$ cat config.mk
export PLATFORM = sky130hd
export DESIGN_NAME = dg_ddr_writer
export DESIGN_NICKNAME = d
export VERILOG_FILES = /design/src/rtl/dg_ddr_writer.sv
export SDC_FILE = /design/constraint.sdc
export NUM_CORES = 2
export LEC_CHECK = 0
export CAP_MARGIN = 10
export CORE_ASPECT_RATIO = 1.5
export CORE_UTILIZATION = 54
export DETAILED_ROUTE_END_ITERATION = 6
export HOLD_SLACK_MARGIN = 0.15
export PLACE_DENSITY = 0.7
export SLEW_MARGIN = 15
export SYNTH_ARGS = -nofsm -noshare
export SYNTH_HDL_FRONTEND = slang
export SYNTH_SLANG_ARGS = --single-unit
$ cat constraint.sdc
create_clock -name clk -period 8.5 [get_ports clk]
set_input_delay 1.275 -clock clk [delete_from_list [all_inputs] [get_ports clk]]
set_output_delay 1.275 -clock clk [all_outputs]
set_load 0.02 [all_outputs]
$ cat src/rtl/dg_ddr_writer.sv
// -----------------------------------------------------------------------------
// dg_ddr_writer
//
// Write-back stage that sits behind the result/mask formatter. It accepts a
// single DDR_W-wide beat stream, buffers it in a first-word-fall-through FIFO
// and emits DDR write bursts (AW / W / B channels) at consecutive addresses
// starting from a configured base. `done` is raised only once every issued
// burst has been acknowledged on the B channel.
//
// Ports
//   clk, rst                   clock, synchronous active-high reset
//   start                      one-cycle pulse, latches config when idle
//   done                       high while idle / after the last B response
//   err                        sticky, set by any nonzero b_resp, cleared on start
//   conf_base_addr             first byte address (BEAT_BYTES aligned)
//   conf_beat_num              total beats to transfer (>= 1)
//   conf_burst_len             beats per full burst (1..min(FIFO_DEPTH,255))
//   s_data/s_valid/s_ready     input beat stream
//   aw_addr/aw_len/aw_valid/aw_ready   write address channel
//   w_data/w_last/w_valid/w_ready      write data channel
//   b_resp/b_valid/b_ready             write response channel
// -----------------------------------------------------------------------------
module dg_ddr_writer #(
    parameter int FIFO_DEPTH = 64,
    parameter int ADDR_W     = 32,
    parameter int MAX_OUT    = 4,
    parameter int DDR_W      = 64,
    parameter int BEAT_BYTES = DDR_W / 8
) (
    input  logic              clk,
    input  logic              rst,

    input  logic              start,
    output logic              done,
    output logic              err,

    input  logic [ADDR_W-1:0] conf_base_addr,
    input  logic [15:0]       conf_beat_num,
    input  logic [7:0]        conf_burst_len,

    input  logic [DDR_W-1:0]  s_data,
    input  logic              s_valid,
    output logic              s_ready,

    output logic [ADDR_W-1:0] aw_addr,
    output logic [7:0]        aw_len,
    output logic              aw_valid,
    input  logic              aw_ready,

    output logic [DDR_W-1:0]  w_data,
    output logic              w_last,
    output logic              w_valid,
    input  logic              w_ready,

    input  logic [1:0]        b_resp,
    input  logic              b_valid,
    output logic              b_ready
);

    localparam int PTR_W = (FIFO_DEPTH > 1) ? $clog2(FIFO_DEPTH) : 1;
    localparam int CNT_W = PTR_W + 1;
    localparam int OUT_W = $clog2(MAX_OUT + 1);

    typedef enum logic [2:0] {
        ST_IDLE = 3'd0,
        ST_FILL = 3'd1,
        ST_ADDR = 3'd2,
        ST_DATA = 3'd3,
        ST_RESP = 3'd4
    } state_t;

    // -------------------------------------------------------------------------
    // State and register declarations
    // -------------------------------------------------------------------------
    state_t            state_q, state_d;

    logic [15:0]       beat_num_q, beat_num_d;
    logic [7:0]        burst_len_q, burst_len_d;
    logic [15:0]       remaining_q, remaining_d;   // beats not yet covered by a finished burst
    logic [15:0]       accepted_q, accepted_d;     // beats taken from the input stream
    logic [7:0]        beat_cnt_q, beat_cnt_d;     // beat index inside the current burst
    logic [OUT_W-1:0]  outstanding_q, outstanding_d;

    logic [ADDR_W-1:0] aw_addr_q, aw_addr_d;
    logic [7:0]        aw_len_q, aw_len_d;
    logic              aw_valid_q, aw_valid_d;
    logic              w_valid_q, w_valid_d;
    logic              w_last_q, w_last_d;
    logic              b_ready_q, b_ready_d;
    logic              done_q, done_d;
    logic              err_q, err_d;

    // FIFO
    logic [DDR_W-1:0]  fifo_mem [FIFO_DEPTH];
    logic [PTR_W-1:0]  wr_ptr_q, wr_ptr_d;
    logic [PTR_W-1:0]  rd_ptr_q, rd_ptr_d;
    logic [CNT_W-1:0]  fifo_cnt_q, fifo_cnt_d;
    logic              fifo_full;

    // Handshakes and helpers
    logic              start_go;
    logic              push;
    logic              pop;
    logic              aw_hs;
    logic              b_hs;
    logic [15:0]       burst_len_16;
    logic [15:0]       cur_len;
    logic [15:0]       burst_beats;
    logic [15:0]       rem_after;
    logic [ADDR_W-1:0] burst_bytes;
    logic              fill_ok;

    // -------------------------------------------------------------------------
    // Handshake decode
    // -------------------------------------------------------------------------
    assign start_go  = start && (state_q == ST_IDLE);
    assign fifo_full = (fifo_cnt_q == CNT_W'(FIFO_DEPTH));
    assign s_ready   = !fifo_full && (accepted_q < beat_num_q) && (state_q != ST_IDLE);
    assign push      = s_valid && s_ready;
    assign pop       = w_valid_q && w_ready;
    assign aw_hs     = aw_valid_q && aw_ready;
    assign b_hs      = b_valid && b_ready_q;

    // Length of the burst about to be issued: a full burst, or the tail.
    assign burst_len_16 = {8'd0, burst_len_q};
    assign cur_len      = (remaining_q < burst_len_16) ? remaining_q : burst_len_16;

    // Length of the burst currently on the W channel, and what is left after it.
    assign burst_beats  = {8'd0, aw_len_q} + 16'd1;
    assign rem_after    = remaining_q - burst_beats;
    assign burst_bytes  = ADDR_W'(burst_beats) * ADDR_W'(BEAT_BYTES);

    // A whole burst must be buffered before its address goes out, so the W
    // channel never stalls on an empty FIFO once DATA is entered.
    assign fill_ok = (32'(fifo_cnt_q) >= 32'(cur_len)) &&
                     (outstanding_q < OUT_W'(MAX_OUT));

    // -------------------------------------------------------------------------
    // FIFO storage: array write, first-word-fall-through read of the head
    // -------------------------------------------------------------------------
    always_ff @(posedge clk) begin
        if (push) begin
            fifo_mem[wr_ptr_q] <= s_data;
        end
    end

    assign w_data = fifo_mem[rd_ptr_q];

    // FIFO pointers, occupancy and accepted-beat counter
    always_comb begin
        wr_ptr_d   = wr_ptr_q;
        rd_ptr_d   = rd_ptr_q;
        fifo_cnt_d = fifo_cnt_q;
        accepted_d = accepted_q;

        if (start_go) begin
            wr_ptr_d   = '0;
            rd_ptr_d   = '0;
            fifo_cnt_d = '0;
            accepted_d = '0;
        end else begin
            if (push) begin
                wr_ptr_d   = wr_ptr_q + PTR_W'(1);
                accepted_d = accepted_q + 16'd1;
            end
            if (pop) begin
                rd_ptr_d = rd_ptr_q + PTR_W'(1);
            end
            case ({push, pop})
                2'b10:   fifo_cnt_d = fifo_cnt_q + CNT_W'(1);
                2'b01:   fifo_cnt_d = fifo_cnt_q - CNT_W'(1);
                default: fifo_cnt_d = fifo_cnt_q;
            endcase
        end
    end

    // -------------------------------------------------------------------------
    // Outstanding write responses and sticky error
    // -------------------------------------------------------------------------
    always_comb begin
        outstanding_d = outstanding_q;
        if (aw_hs && !b_hs) begin
            outstanding_d = outstanding_q + OUT_W'(1);
        end else if (!aw_hs && b_hs && (outstanding_q != '0)) begin
            // A stray response with nothing outstanding is ignored rather
            // than allowed to wrap the counter.
            outstanding_d = outstanding_q - OUT_W'(1);
        end
    end

    always_comb begin
        err_d = err_q;
        if (start_go) begin
            err_d = 1'b0;
        end else if (b_hs && (b_resp != 2'b00)) begin
            err_d = 1'b1;
        end
    end

    // -------------------------------------------------------------------------
    // Control FSM: next state and datapath updates
    // -------------------------------------------------------------------------
    always_comb begin
        state_d     = state_q;
        beat_num_d  = beat_num_q;
        burst_len_d = burst_len_q;
        remaining_d = remaining_q;
        beat_cnt_d  = beat_cnt_q;
        aw_addr_d   = aw_addr_q;
        aw_len_d    = aw_len_q;

        case (state_q)
            ST_IDLE: begin
                if (start) begin
                    state_d     = ST_FILL;
                    beat_num_d  = conf_beat_num;
                    burst_len_d = conf_burst_len;
                    remaining_d = conf_beat_num;
                    aw_addr_d   = conf_base_addr;
                end
            end

            ST_FILL: begin
                if (fill_ok) begin
                    state_d    = ST_ADDR;
                    aw_len_d   = 8'(cur_len - 16'd1);
                    beat_cnt_d = 8'd0;
                end
            end

            ST_ADDR: begin
                if (aw_ready) begin
                    state_d = ST_DATA;
                end
            end

            ST_DATA: begin
                if (pop) begin
                    if (beat_cnt_q == aw_len_q) begin
                        remaining_d = rem_after;
                        if (rem_after == 16'd0) begin
                            state_d = ST_RESP;
                        end else begin
                            // Address arithmetic wraps naturally at ADDR_W.
                            aw_addr_d = aw_addr_q + burst_bytes;
                            state_d   = ST_FILL;
                        end
                    end else begin
                        beat_cnt_d = beat_cnt_q + 8'd1;
                    end
                end
            end

            ST_RESP: begin
                // Looking at the next-cycle count lets done rise on the cycle
                // right after the final B handshake.
                if (outstanding_d == '0) begin
                    state_d = ST_IDLE;
                end
            end

            default: begin
                state_d = ST_IDLE;
            end
        endcase
    end

    // Registered outputs decoded from the next state
    always_comb begin
        aw_valid_d = (state_d == ST_ADDR);
        w_valid_d  = (state_d == ST_DATA);
        w_last_d   = (state_d == ST_DATA) && (beat_cnt_d == aw_len_d);
        b_ready_d  = (state_d != ST_IDLE);
        done_d     = (state_d == ST_IDLE);
    end

    // -------------------------------------------------------------------------
    // Sequential state
    // -------------------------------------------------------------------------
    always_ff @(posedge clk) begin
        if (rst) begin
            state_q       <= ST_IDLE;
            beat_num_q    <= 16'd0;
            burst_len_q   <= 8'd0;
            remaining_q   <= 16'd0;
            accepted_q    <= 16'd0;
            beat_cnt_q    <= 8'd0;
            outstanding_q <= '0;
            wr_ptr_q      <= '0;
            rd_ptr_q      <= '0;
            fifo_cnt_q    <= '0;
            aw_addr_q     <= '0;
            aw_len_q      <= 8'd0;
            aw_valid_q    <= 1'b0;
            w_valid_q     <= 1'b0;
            w_last_q      <= 1'b0;
            b_ready_q     <= 1'b0;
            done_q        <= 1'b1;
            err_q         <= 1'b0;
        end else begin
            state_q       <= state_d;
            beat_num_q    <= beat_num_d;
            burst_len_q   <= burst_len_d;
            remaining_q   <= remaining_d;
            accepted_q    <= accepted_d;
            beat_cnt_q    <= beat_cnt_d;
            outstanding_q <= outstanding_d;
            wr_ptr_q      <= wr_ptr_d;
            rd_ptr_q      <= rd_ptr_d;
            fifo_cnt_q    <= fifo_cnt_d;
            aw_addr_q     <= aw_addr_d;
            aw_len_q      <= aw_len_d;
            aw_valid_q    <= aw_valid_d;
            w_valid_q     <= w_valid_d;
            w_last_q      <= w_last_d;
            b_ready_q     <= b_ready_d;
            done_q        <= done_d;
            err_q         <= err_d;
        end
    end

    // -------------------------------------------------------------------------
    // Output assignments
    // -------------------------------------------------------------------------
    assign aw_addr  = aw_addr_q;
    assign aw_len   = aw_len_q;
    assign aw_valid = aw_valid_q;
    assign w_valid  = w_valid_q;
    assign w_last   = w_last_q;
    assign b_ready  = b_ready_q;
    assign done     = done_q;
    assign err      = err_q;

endmodule

==> flow_summary.json <==
{
  "status": "finished, final reports clean",
  "cts_buffers": 384,
  "holdBufCountCts": 0,
  "power.switching_mw": 10.34,
  "grt_pass1_vias": 80220,
  "drv_slew": 0,
  "synthArstFlopShare_pct": 0,
  "clk_pin_slew_ps": 60,
  "root_buffer": "clkbuf_16",
  "period_needed_ps": 6365,
  "synthXorXnorAreaFrac_pct": 0.3694,
  "muxShareOfSynthArea_pct": 18.62,
  "clkSinkCount": 4237,
  "setup_ws_ps": 2135,
  "yosys_register_bits": 4237,
  "leakagePower_nw": 55.10,
  "fin_total_pwr_mw": 44.56,
  "synth_warnings": 0,
  "vias_per_cell": 6.641,
  "ant_nets": 0,
  "criticalPathCategory": "register to output pin",
  "cp.arrival_ps": 5090,
  "drive_gt1_share_pct": 28.88,
  "die-width_um": 451.4,
  "synth-compound-area-share_pct": 1.263,
  "period_share_pct": 74.88,
  "yosys-top-cells-area": "edfxtp_1, mux4_2, dfxtp_1, clkbuf_1, ha_1",
  "power_density_nw_per_um2": 241.8,
  "crit_required_ps": 7220,
  "cts_max_path_buffers": 4,
  "gp_congestion": 0.8328,
  "grt_max_degree": 139,
  "first_pass_iters": 5,
  "utilization_pct": 61.10,
  "yosys.area_share.simple_pct": 1.338,
  "swShare_pct": 23.21,
  "ys.flop_type": "edfxtp_1",
  "drv_cap": 0,
  "die_area_sq_um": 305200,
  "h-tree-depth": 5,
  "drtIter0Drc": 9774,
  "seqPwrFrac_pct": 52.6,
  "finalSetupViolations": 0,
  "fillCellCount": 20300,
  "holdPathStages": 2,
  "ys_seq_area_share_pct": 76.91,
  "postCtsResizedCells": 0,
  "min_to": "aw_addr[0]",
  "synthAdderAreaFrac_pct": 0.4880,
  "crit_path_end_kind": "output pin",
  "hold_path.class": "register to register",
  "area_growth_pct": 12.66,
  "max-slew-margin-rel_pct": 17.82,
  "max_freq_mhz": 157.1,
  "rsz0062_at_grt": "no",
  "avgSynthCellArea_sq_um": 23.46,
  "pre_cts_slack_ps": 2283,
  "cp_max_fo": 31,
  "fin_worst_skew_ps": 59.95,
  "synth_nets": 7165,
  "fin_tns_setup_ps": 0,
  "postCtsSetupRepairBufs": 0,
  "ir_worst_vdd_mv": 0.2048,
  "synth_area_leader_cell": "edfxtp_1",
  "worst-slew-pin-transition_ps": 1233,
  "netlist_area_sq_um": 163600,
  "rows": 247,
  "synth_enable_flop_cells": 4096,
  "rrSetupSlack_ps": 2500,
  "hold_viol": 0,
  "drc": 0,
  "p_int_mw": 34.22,
  "die_h_um": 676.1,
  "grt_pass1_wl_mm": 596.6,
  "dp_hpwl_mm": 233.7,
  "reg2reg_from": "beat_num_q[1]",
  "yosysMostFrequentCell": "edfxtp_1",
  "grt_antenna_before_repair": 23,
  "p_clk_share_pct": 37.9,
  "synth_top_cell_area_share_pct": 75.19,
  "final_nets": 7626,
  "multiInputGateArea_sq_um": 36620,
  "synthCells": 6974,
  "ys_types": 77,
  "core_sq_um": 301600,
  "finalWirelength_mm": 423.6,
  "grt.overflow.total": 0,
  "port_buffers": 239,
  "clk_latency_ps": 940,
  "grt_usage_pct": 27.92,
  "cts_tree": "built",
  "synth_top_family_by_area": "multiplexers",
  "regToRegEndpoint": "fifo_mem[33][0]",
  "start_kind": "register",
  "start_util_pct": 54.24,
  "holdCritStartpoint": "aw_addr[0]",
  "ff2ff_path_depth": 14,
  "io_pins": 240,
  "synth_common_cells": "edfxtp_1, mux4_2, clkbuf_1",
  "combPwrFrac_pct": 9.6,
  "vias": 77970,
  "wl_per_cell_um": 36.08,
  "regArea_sq_um": 125800
}
-- worst max-delay path by stage --
stage | from | to | slack, ps | depth (start not counted)
floorplan | beat_num_q[1] | fifo_mem[57][0] | 2390 | 14
global placement | s_valid | fifo_mem[18][40] | 2170 | 9
detailed placement | s_valid | fifo_mem[33][59] | 2280 | 9
CTS | register | w_data[60] | 2020 | 6
global route | register | w_data[60] | 1950 | 6
finish | register | w_data[58] | 2140 | 6
-- state kept, by name (all words and copies together) (netlist names), named ones only --
| register | flops |
|---|---|
| fifo_mem | 4096 |
| aw_addr | 32 |
| accepted_q | 16 |
| beat_num_q | 16 |
| remaining_q | 16 |
| aw_len | 8 |
| beat_cnt_q | 8 |
| burst_len_q | 8 |
| fifo_cnt_q | 7 |
| rd_ptr_q | 6 |
| wr_ptr_q | 6 |
| outstanding_q | 3 |
| state_q | 3 |
| aw_valid | 1 |
| b_ready | 1 |
| done | 1 |
| err | 1 |
| w_last | 1 |
| w_valid | 1 |
-- power groups by stage --
stage | Sequential [mW] | Combinational, mW | Clock (mW)
6_report | 23.4 | 4.26 | 16.9
5_1_grt | 23.5 | 4.53 | 17.7
4_1_cts | 23.4 | 4.28 | 17.0
3_5_place_dp | 23.9 | 4.26 | 0
3_3_place_gp | 23.9 | 4.19 | 0
2_1_floorplan | 23.9 | 2.44 | 0
-- layer usage --
layer / vias to the layer above / track usage [%] / part of all wire [%] / wire, um
li1: 30770 / - / - / -
met1: 42230 / 35.13 / 35 / 147800
met2: 4104 / 48.11 / 52 / 220300
met3: 858 / 4.449 / 8.0 / 34100
met4: 12 / 12.38 / 5.0 / 21310
met5: - / 0 / 0.021 / 90
-- worst max-delay path: stages, from the launching register on --
cell and delay, ps:
dfxtp_4 840, buf_12 350, buf_4 460, mux4_2 570, mux4_2 510, mux4_2 700, clkdlybuf4s50_1 640
-- area by class of cell --
cell class | instances | share of cell area [%]
sequential | 4237 | 68.28
multi-input combinational | 2301 | 19.87
clock buffer | 468 | 5.481
tap | 3984 | 2.705
timing repair buffer | 450 | 2.486
clock inverter | 218 | 1.020
inverter | 61 | 0.1270
antenna | 21 | 0.02851
-- through the flow --
step | cells | area (sq um) | hold WS, ps
floorplan | 6974 | 163600 | 436.3
global placement | 11030 | 172100 | 443.9
detailed placement | 11030 | 172100 | 457.3
CTS | 11720 | 184100 | 466.2
global route | 11730 | 184300 | 479.3
finish | 11740 | 184300 | 464.1
-- layout by cell type (no fill, tap or decap), drive strengths merged, types with 7 or more instances in the layout --
| master | instances |
|---|---|
| and2 | 8 |
| or3 | 15 |
| nand3 | 27 |
| nor3 | 19 |
| dfxtp | 141 |
| a22o | 8 |
| nand4 | 10 |
| a21o | 16 |
| nor2b | 10 |
| a311oi | 9 |
| o22ai | 13 |
| xor2 | 42 |
| and3 | 12 |
| edfxtp | 4096 |
| o21ai | 65 |
| bufinv | 27 |
| nand2 | 144 |
| nor2 | 196 |
| diode | 21 |
| buf | 266 |
| xnor2 | 27 |
| inv | 74 |
| nand2b | 10 |
| clkinv | 164 |
| a211oi | 31 |
| a31oi | 9 |
| clkbuf | 468 |
| o31ai | 7 |
| mux2i | 17 |
| ha | 59 |
| a21oi | 107 |
| o2111ai | 8 |
| clkdlybuf4s50 | 184 |
| clkinvlp | 14 |
| mux4 | 1344 |
| a22oi | 11 |
-- kinds of logic after synthesis --
family	Yosys count
flip-flops	4237
multiplexers	1363
AND/OR/NAND/NOR	484
buffers and inverters	436
AO/OA/AOI/OAI	323
XOR/XNOR	69
adder cells (fa/ha/maj)	62
(Power assumes the default switching activity.)
